[src/rtl/keycode_commander.sv]
// Turns USB HID keycodes from the NIOS software into simulation control:
// run/pause, single-step, reseed requests and a saturating speed level with auto-repeat.
module keycode_commander #(
    parameter int unsigned BASE_FACTOR   = 50000000,
    parameter int unsigned FACTOR_bits   = 26,
    parameter int unsigned DEFAULT_LEVEL = 0,
    parameter int unsigned REPEAT_DELAY  = 25000000,
    parameter int unsigned REPEAT_PERIOD = 5000000
) (
    input  logic                   Clk,
    input  logic                   RESET_SIM,
    input  logic [15:0]            keycode,
    input  logic                   game_tick,
    output logic                   RUN,
    output logic                   step_req,
    output logic                   reseed_req,
    output logic [2:0]             speed_level,
    output logic [FACTOR_bits-1:0] slowdown_factor,
    output logic                   cmd_valid,
    output logic [2:0]             cmd_code
);

    localparam logic [2:0] CmdNone   = 3'd0;
    localparam logic [2:0] CmdToggle = 3'd1;
    localparam logic [2:0] CmdStep   = 3'd2;
    localparam logic [2:0] CmdFaster = 3'd3;
    localparam logic [2:0] CmdSlower = 3'd4;
    localparam logic [2:0] CmdReseed = 3'd5;

    localparam logic [25:0]            DelayCnt     = 26'(REPEAT_DELAY);
    localparam logic [25:0]            PeriodCnt    = 26'(REPEAT_PERIOD);
    localparam logic [FACTOR_bits-1:0] BaseFactor   = FACTOR_bits'(BASE_FACTOR);
    localparam logic [2:0]             DefaultLevel = 3'(DEFAULT_LEVEL);

    typedef enum logic [1:0] {StPaused, StRunning, StStepping} state_e;

    function automatic logic [2:0] map_key(input logic [7:0] key);
        case (key)
            8'h2C:   map_key = CmdToggle;
            8'h16:   map_key = CmdStep;
            8'h2E:   map_key = CmdFaster;
            8'h2D:   map_key = CmdSlower;
            8'h15:   map_key = CmdReseed;
            default: map_key = CmdNone;
        endcase
    endfunction

    state_e                  r_state;
    logic [15:0]             r_kc_q;
    logic [15:0]             r_kc_prev;
    logic [2:0]              r_level;
    logic [FACTOR_bits-1:0]  r_factor;
    logic                    r_step_req;
    logic                    r_reseed_req;
    logic                    r_cmd_valid;
    logic [2:0]              r_cmd_code;
    logic [25:0]             r_hold_cnt;
    logic [7:0]              r_hold_key;
    logic                    r_rep_phase;

    state_e      w_state_nxt;
    logic [2:0]  w_level_nxt;
    logic        w_step_nxt;
    logic        w_reseed_nxt;
    logic        w_valid_nxt;
    logic [2:0]  w_code_nxt;
    logic [25:0] w_hold_cnt_nxt;
    logic [7:0]  w_hold_key_nxt;
    logic        w_rep_phase_nxt;

    logic [7:0]  w_slot_a;
    logic [7:0]  w_slot_b;
    logic        w_a_new;
    logic        w_b_new;
    logic        w_any_new;
    logic [7:0]  w_press_key;
    logic [2:0]  w_press_cmd;
    logic        w_held;
    logic        w_rep_fire;
    logic [2:0]  w_cmd;

    assign w_slot_a = r_kc_q[7:0];
    assign w_slot_b = r_kc_q[15:8];

    // A press is new only if the key was absent from both slots of the prior sample.
    assign w_a_new = (w_slot_a != 8'h00) && (map_key(w_slot_a) != CmdNone)
                     && (w_slot_a != r_kc_prev[7:0]) && (w_slot_a != r_kc_prev[15:8]);
    assign w_b_new = (w_slot_b != 8'h00) && (map_key(w_slot_b) != CmdNone)
                     && (w_slot_b != r_kc_prev[7:0]) && (w_slot_b != r_kc_prev[15:8]);

    assign w_any_new   = w_a_new | w_b_new;
    assign w_press_key = w_a_new ? w_slot_a : (w_b_new ? w_slot_b : 8'h00);
    assign w_press_cmd = map_key(w_press_key);

    assign w_held = (r_hold_key != 8'h00)
                    && ((w_slot_a == r_hold_key) || (w_slot_b == r_hold_key));
    assign w_rep_fire = !w_any_new && w_held
                        && (r_hold_cnt == (r_rep_phase ? PeriodCnt : DelayCnt));

    assign w_cmd = w_any_new ? w_press_cmd : (w_rep_fire ? map_key(r_hold_key) : CmdNone);

    // After the first repeat the counter restarts at 1 and runs to the period.
    always_comb begin
        w_hold_cnt_nxt  = 26'd0;
        w_hold_key_nxt  = 8'h00;
        w_rep_phase_nxt = 1'b0;
        if (w_any_new) begin
            if (w_press_cmd == CmdFaster || w_press_cmd == CmdSlower) begin
                w_hold_key_nxt = w_press_key;
            end
        end else if (w_held) begin
            w_hold_key_nxt = r_hold_key;
            if (w_rep_fire) begin
                w_hold_cnt_nxt  = 26'd1;
                w_rep_phase_nxt = 1'b1;
            end else begin
                w_hold_cnt_nxt  = r_hold_cnt + 26'd1;
                w_rep_phase_nxt = r_rep_phase;
            end
        end
    end

    always_comb begin
        w_state_nxt  = r_state;
        w_level_nxt  = r_level;
        w_step_nxt   = 1'b0;
        w_reseed_nxt = 1'b0;
        w_valid_nxt  = 1'b0;
        if (r_state == StStepping && game_tick) begin
            w_state_nxt = StPaused;
        end
        case (w_cmd)
            CmdToggle: begin
                w_valid_nxt = 1'b1;
                w_state_nxt = (r_state == StRunning) ? StPaused : StRunning;
            end
            CmdStep: begin
                if (r_state == StPaused) begin
                    w_valid_nxt = 1'b1;
                    w_step_nxt  = 1'b1;
                    w_state_nxt = StStepping;
                end
            end
            CmdReseed: begin
                if (r_state == StPaused) begin
                    w_valid_nxt  = 1'b1;
                    w_reseed_nxt = 1'b1;
                end
            end
            CmdFaster: begin
                w_valid_nxt = 1'b1;
                if (r_level != 3'd7) w_level_nxt = r_level + 3'd1;
            end
            CmdSlower: begin
                w_valid_nxt = 1'b1;
                if (r_level != 3'd0) w_level_nxt = r_level - 3'd1;
            end
            default: ;
        endcase
        w_code_nxt = w_valid_nxt ? w_cmd : CmdNone;
    end

    always_ff @(posedge Clk) begin
        if (RESET_SIM) begin
            r_state      <= StPaused;
            r_kc_q       <= 16'h0000;
            r_kc_prev    <= 16'h0000;
            r_level      <= DefaultLevel;
            r_factor     <= BaseFactor >> DefaultLevel;
            r_step_req   <= 1'b0;
            r_reseed_req <= 1'b0;
            r_cmd_valid  <= 1'b0;
            r_cmd_code   <= CmdNone;
            r_hold_cnt   <= 26'd0;
            r_hold_key   <= 8'h00;
            r_rep_phase  <= 1'b0;
        end else begin
            r_state      <= w_state_nxt;
            r_kc_q       <= keycode;
            r_kc_prev    <= r_kc_q;
            r_level      <= w_level_nxt;
            r_factor     <= BaseFactor >> r_level;
            r_step_req   <= w_step_nxt;
            r_reseed_req <= w_reseed_nxt;
            r_cmd_valid  <= w_valid_nxt;
            r_cmd_code   <= w_code_nxt;
            r_hold_cnt   <= w_hold_cnt_nxt;
            r_hold_key   <= w_hold_key_nxt;
            r_rep_phase  <= w_rep_phase_nxt;
        end
    end

    assign RUN             = (r_state != StPaused);
    assign step_req        = r_step_req;
    assign reseed_req      = r_reseed_req;
    assign speed_level     = r_level;
    assign slowdown_factor = r_factor;
    assign cmd_valid       = r_cmd_valid;
    assign cmd_code        = r_cmd_code;

endmodule

[config.mk]
export PLATFORM = sky130hd
export DESIGN_NAME = keycode_commander
export DESIGN_NICKNAME = d
export VERILOG_FILES = /design/src/rtl/keycode_commander.sv
export SDC_FILE = /design/constraint.sdc
export NUM_CORES = 1
export LEC_CHECK = 0
export ABC_AREA = 1
export BUFFER_PORTS_ARGS = -buffer_cell sky130_fd_sc_hd__buf_2
export CAP_MARGIN = 30
export CORE_MARGIN = 8
export CORE_UTILIZATION = 52
export CTS_CLUSTER_DIAMETER = 50
export DETAILED_ROUTE_END_ITERATION = 8
export GPL_TIMING_DRIVEN = 0
export PLACE_DENSITY = 0.75
export SYNTH_ARGS = -nofsm -noshare
export SYNTH_HDL_FRONTEND = slang
export SYNTH_SLANG_ARGS = --single-unit
[constraint.sdc]
create_clock -name Clk -period 2.6 [get_ports Clk]
set_clock_uncertainty 0.2 [all_clocks]
set_input_delay 0.13 -clock Clk [delete_from_list [all_inputs] [get_ports Clk]]
set_output_delay 0.13 -clock Clk [all_outputs]
set_load 0.005 [all_outputs]
==> impl_table.tex <==
\begin{tabular}{lr}
\hline
Metric & Value \\
\hline
\multicolumn{2}{l}{\textbf{Global routing}} \\
Global route overflow & 0 \\
Largest net degree at the start of global routing & 22 \\
Initial antenna violation count & 0 \\
Via count of the first global-routing pass & 4,123 \\
Global-route wire length before repair & 18,800 um \\
Overall Global Routing Usage & 0.178 \\
\multicolumn{2}{l}{\textbf{Setup path}} \\
Worst reg2reg setup slack & -0.11 ns \\
Most numerous cell on the critical path & sky130\_fd\_sc\_hd\_\_nand2\_2 \\
Category of the worst setup path capture point & register \\
R2R Path End & speed\_level[2]\$\_SDFFE\_PP0P\_ \\
Sort of element at the start of the critical path & register \\
Data required, critical path & around 2.7 ns \\
Sequence of cells on the critical path & buf\_6 -> xnor2\_4 -> nand2\_1 -> nor2\_2 -> nand2\_2 -> buf\_4 -> nand4\_1 -> nand2\_2 -> nand2\_4 -> nand2\_2 -> nand3\_4 -> nand2\_4 -> nand2\_4 -> fa\_2 -> nand3b\_1 -> nand2\_2 -> o21bai\_2 -> nand2\_1 -> nor2\_1 \\
Peak fanout along the critical path & 3 \\
Origin of the critical flop-to-flop path & r\_kc\_q[2]\$\_SDFF\_PP0\_ \\
Slowest CP cell & sky130\_fd\_sc\_hd\_\_dfxtp\_4 \\
Depth of the worst register-to-register path & 19 \\
Setup CP Type & reg2reg \\
Highest cell delay on the worst timing path & 0.37 ns \\
CP arrival & 2.80 ns \\
\multicolumn{2}{l}{\textbf{Logic synthesis}} \\
Syn Inst Count & about 630 \\
Async SR Flop Fraction & 0 \\
Count of flip-flops with a built-in enable after synthesis & 0 \\
Synth Net Count & 653 \\
Synth warnings & 0 \\
Post-synthesis average cell area & 7.37 sq um \\
Sequential area share after synthesis & 0.448 \\
Prevailing post-synth register cell & sky130\_fd\_sc\_hd\_\_dfxtp\_1 \\
Post-Synthesis Cell Area & 4650 sq um \\
Unique masters post-synth & 39 \\
Synthesis-stage register bit count & 104 \\
\multicolumn{2}{l}{\textbf{Timing}} \\
Setup repair after global routing missed its margin & true \\
Final hold violations & 0 \\
Worst Setup Slack, final & -0.115 ns \\
Pins over their slew limit & 0 \\
Part of the cycle the worst path needs & 1.04 \\
Maximum frequency from static timing analysis & 0.368 GHz \\
Worst slew margin relative to its limit & 0.607 \\
Post-Route Hold Slack & 0.0101 ns \\
Slew @ Worst Pin & 0.590 ns \\
Post-route minimum period & 2.71 ns \\
Total setup violations reported at the end of the flow & 2 \\
\multicolumn{2}{l}{\textbf{Floorplan}} \\
FP Rows & 34 \\
Floorplan die area & 12,200 sq um \\
Width of the die & 111 um \\
Starting density of the core & 0.536 \\
Die height & 111 um \\
Placeable core region & 8680 sq um \\
Top Ports & 55 \\
\multicolumn{2}{l}{\textbf{Routing}} \\
Total wirelength of the detailed-routed design & 11,700 um \\
Post-DR wirelength/cell & 13.7 um \\
Post-route DRC & 0 \\
Number of vias per cell after detailed routing & 5.21 \\
Length of the first detailed-routing pass in iterations & 5 \\
Wl on met1 & 4650 um \\
Via count & 4,436 \\
Detailed-routed wire length on met3 & roughly 750 um \\
Number of DRC markers after the initial detailed-route iteration & 263 \\
Detailed route wirelength on metal2 & 5970 um \\
Antenna-violating nets left & 0 \\
Topmost layer with routed signal wires & met4 \\
\multicolumn{2}{l}{\textbf{Power}} \\
PD cells & 497 nW/um\^{}2 \\
Share of total power in combinational logic & 0.091 \\
Switching power as a share of total power & 0.282 \\
Sw power & 838 uW \\
Max VDD drop & 0.365 mV \\
Relative contribution of the clock network to total power & 0.349 \\
Part of the total power dissipated in sequential elements & 0.560 \\
Leakage & 0.00262 uW \\
Cell internal power dissipation & 2130 uW \\
\multicolumn{2}{l}{\textbf{Clock network}} \\
Clk root buf & sky130\_fd\_sc\_hd\_\_clkbuf\_8 \\
CTS tree & built \\
Maximum root-to-sink buffer count & 2 \\
CTS H-tree depth & 3 \\
Clock slew at reported path FFs & roughly 0.12 ns \\
Clk sink count & approximately 100 \\
Clock buffer count from CTS & 9 \\
Clk Latency, worst-skew pair & roughly 0.39 ns \\
\multicolumn{2}{l}{\textbf{Min path}} \\
Hold Path Cell Cnt & 2 \\
Startpoint of the worst hold path & RESET\_SIM \\
Hold Path Class & in2reg \\
Worst Hold Endpoint & r\_kc\_prev[5]\$\_SDFF\_PP0\_ \\
\multicolumn{2}{l}{\textbf{Layout}} \\
Final std cells w/o fill & 852 \\
Synth-to-Final Area Change & 28.4\% \\
Number of fill cells & 720 \\
Ratio of cells with drive above 1 in the final layout & 0.292 \\
Diode count & 0 \\
Net count reported at finish & 761 \\
\multicolumn{2}{l}{\textbf{Place}} \\
Post-placement cell count & 792 \\
Port buffer count & 53 \\
RD Place Congestion & 0.940 \\
HPWL after detailed placement & about 7700 um \\
\multicolumn{2}{l}{\textbf{Run}} \\
Max cap viols & 0 \\
\multicolumn{2}{l}{\textbf{Run status}} \\
Run status & complete, but fails checks \\
Violated checks & negative setup slack \\
\hline
\end{tabular}
## Yosys cell counts, types with 2 or more instances
| cell | n | share of area |
|---|---|---|
| sky130_fd_sc_hd__nand2_4 | 3 | 0.0073 |
| sky130_fd_sc_hd__nor2_4 | 5 | 0.012 |
| sky130_fd_sc_hd__nor4_2 | 2 | 0.0054 |
| sky130_fd_sc_hd__nor2_1 | 99 | 0.080 |
| sky130_fd_sc_hd__inv_1 | 94 | 0.076 |
| sky130_fd_sc_hd__nand3_1 | 17 | 0.018 |
| sky130_fd_sc_hd__clkbuf_1 | 5 | 0.0040 |
| sky130_fd_sc_hd__nand3b_1 | 2 | 0.0032 |
| sky130_fd_sc_hd__o21a_1 | 2 | 0.0032 |
| sky130_fd_sc_hd__o21ai_2 | 2 | 0.0038 |
| sky130_fd_sc_hd__a211oi_1 | 2 | 0.0032 |
| sky130_fd_sc_hd__nand4_1 | 16 | 0.022 |
| sky130_fd_sc_hd__xor2_1 | 4 | 0.0075 |
| sky130_fd_sc_hd__ha_1 | 2 | 0.0054 |
| sky130_fd_sc_hd__o21ai_0 | 12 | 0.013 |
| sky130_fd_sc_hd__inv_2 | 8 | 0.0065 |
| sky130_fd_sc_hd__nor3_2 | 3 | 0.0065 |
| sky130_fd_sc_hd__nor3b_1 | 3 | 0.0048 |
| sky130_fd_sc_hd__o21ai_1 | 6 | 0.0065 |
| sky130_fd_sc_hd__a21oi_1 | 17 | 0.018 |
| sky130_fd_sc_hd__nand2_1 | 149 | 0.12 |
| sky130_fd_sc_hd__nand2_2 | 11 | 0.015 |
| sky130_fd_sc_hd__dfxtp_1 | 104 | 0.45 |
| sky130_fd_sc_hd__nor2_2 | 6 | 0.0081 |
| sky130_fd_sc_hd__nor3_4 | 3 | 0.010 |
| sky130_fd_sc_hd__nor3_1 | 14 | 0.015 |
| sky130_fd_sc_hd__xnor2_1 | 21 | 0.040 |
| sky130_fd_sc_hd__buf_2 | 3 | 0.0032 |
| sky130_fd_sc_hd__nand3_4 | 3 | 0.011 |
| sky130_fd_sc_hd__nor4_1 | 4 | 0.0054 |
## metal layers
layer	GRT usage	vias to the layer above
met5	0	-
met4	0.0856	0
met3	0.0449	37
met2	0.301	166
met1	0.204	2058
li1	-	2175
## worst max path at each step
stage,start,slack (ns),endpoint,cells after the start
2_1_floorplan,r_hold_cnt[0]$_SDFF_PP0_,0.02,speed_level[2]$_SDFFE_PP0P_,17
4_1_cts,r_kc_q[2]$_SDFF_PP0_,-0.09,speed_level[2]$_SDFFE_PP0P_,19
3_5_place_dp,r_hold_cnt[0]$_SDFF_PP0_,-0.29,speed_level[2]$_SDFFE_PP0P_,17
5_1_grt,r_kc_q[2]$_SDFF_PP0_,-0.23,speed_level[2]$_SDFFE_PP0P_,19
6_report,r_kc_q[2]$_SDFF_PP0_,-0.11,speed_level[2]$_SDFFE_PP0P_,19
3_3_place_gp,r_hold_cnt[0]$_SDFF_PP0_,-0.25,speed_level[2]$_SDFFE_PP0P_,17
## logic make-up after synthesis
kind of cell / after synthesis / share of synthesized area
buf+inv: 111 / 0.0904
simple gates: 340 / 0.344
fa+ha+maj: 3 / 0.00969
flops: 104 / 0.448
xor+xnor: 25 / 0.0471
compound gates: 48 / 0.0606
## power groups by stage
| stage | combinational (uW) | sequential [uW] | clock (uW) |
|---|---|---|---|
| finish | 270 | 1660 | 1040 |
| global route | 297 | 1670 | 1130 |
| CTS | 246 | 1660 | 1050 |
| detailed placement | 207 | 1700 | 0 |
| global placement | 201 | 1690 | 0 |
| floorplan | 152 | 1690 | 0 |
## critical path: cells and delay by family, from the launching register on
family / cells / cell delay (ns)
AOI/OAI and AO/OA: 1 / 0.05
xor gates and xnor gates: 1 / 0.12
adders and majority gates: 1 / 0.35
buffers and inverters: 2 / 0.24
DFF: 1 / 0.37
and+or+nand+nor: 14 / 1.27
## per-stage QoR
stage	utilization	power, uW	setup slack (ns)	TNS [ns]	area, sq um
2_1_floorplan	-	1840	0.0177	0	4670
3_3_place_gp	0.584	1890	-0.247	-0.461	5070
3_5_place_dp	0.584	1900	-0.293	-0.568	5070
4_1_cts	0.650	2950	-0.0899	-0.154	5640
5_1_grt	0.688	3090	-0.227	-1.10	5970
6_report	0.688	2970	-0.115	-0.200	5970
## cells in the final DEF, fill, tap and decap left out, types with 3 or more instances in the layout
| cell | synthesis | routed |
|---|---|---|
| sky130_fd_sc_hd__a21oi_1 | 17 | 16 |
| sky130_fd_sc_hd__nor4_2 | 2 | 3 |
| sky130_fd_sc_hd__inv_1 | 94 | 86 |
| sky130_fd_sc_hd__nand3_4 | 3 | 4 |
| sky130_fd_sc_hd__nand4_1 | 16 | 16 |
| sky130_fd_sc_hd__dlygate4sd3_1 | 0 | 17 |
| sky130_fd_sc_hd__xor2_1 | 4 | 4 |
| sky130_fd_sc_hd__nand3_2 | 0 | 6 |
| sky130_fd_sc_hd__xnor2_1 | 21 | 18 |
| sky130_fd_sc_hd__nor3_1 | 14 | 13 |
| sky130_fd_sc_hd__dfxtp_4 | 0 | 8 |
| sky130_fd_sc_hd__nor3b_1 | 3 | 3 |
| sky130_fd_sc_hd__clkbuf_8 | 0 | 9 |
| sky130_fd_sc_hd__o21ai_1 | 6 | 4 |
| sky130_fd_sc_hd__nand3_1 | 17 | 10 |
| sky130_fd_sc_hd__nor3_4 | 3 | 6 |
| sky130_fd_sc_hd__nor2_4 | 5 | 10 |
| sky130_fd_sc_hd__buf_2 | 3 | 55 |
| sky130_fd_sc_hd__clkbuf_1 | 5 | 5 |
| sky130_fd_sc_hd__o21ai_0 | 12 | 10 |
| sky130_fd_sc_hd__buf_4 | 0 | 26 |
| sky130_fd_sc_hd__inv_4 | 0 | 3 |
| sky130_fd_sc_hd__inv_2 | 8 | 13 |
| sky130_fd_sc_hd__nand2_4 | 3 | 7 |
| sky130_fd_sc_hd__o21ai_2 | 2 | 4 |
| sky130_fd_sc_hd__nor2_1 | 99 | 93 |
| sky130_fd_sc_hd__nor2_2 | 6 | 7 |
| sky130_fd_sc_hd__dfxtp_1 | 104 | 81 |
| sky130_fd_sc_hd__nand2_2 | 11 | 17 |
| sky130_fd_sc_hd__inv_6 | 0 | 3 |
| sky130_fd_sc_hd__nand2_1 | 149 | 139 |
| sky130_fd_sc_hd__dfxtp_2 | 0 | 15 |
## state kept, by name, indices dropped and copies added (netlist names), 2 cells and up
name / flops
slowdown_factor: 26
r_hold_key: 8
r_state: 2
r_kc_q: 16
r_kc_prev: 16
cmd_code: 3
r_hold_cnt: 26
speed_level: 3
## repair_timing
action	in CTS	in global routing
hold buffers	17	0
resized for setup	41	55
endpoints found under the setup margin	8	30
pin swaps	20	31
hold endpoints to repair	17	0
buffers inserted	11	17
## layout make-up
class                      count  area [sq um]  share of cell area
multi-input combinational    416          2420               0.405
sequential                   104          2130               0.357
timing repair buffer          97           646               0.108
inverter                     103           398              0.0667
tap                          108           135              0.0226
clock buffer                   9           124              0.0208
clock inverter                 7          81.3              0.0136
buffer                         8          36.3             0.00608
No activity file was read; power rests on OpenSTA's default activity.
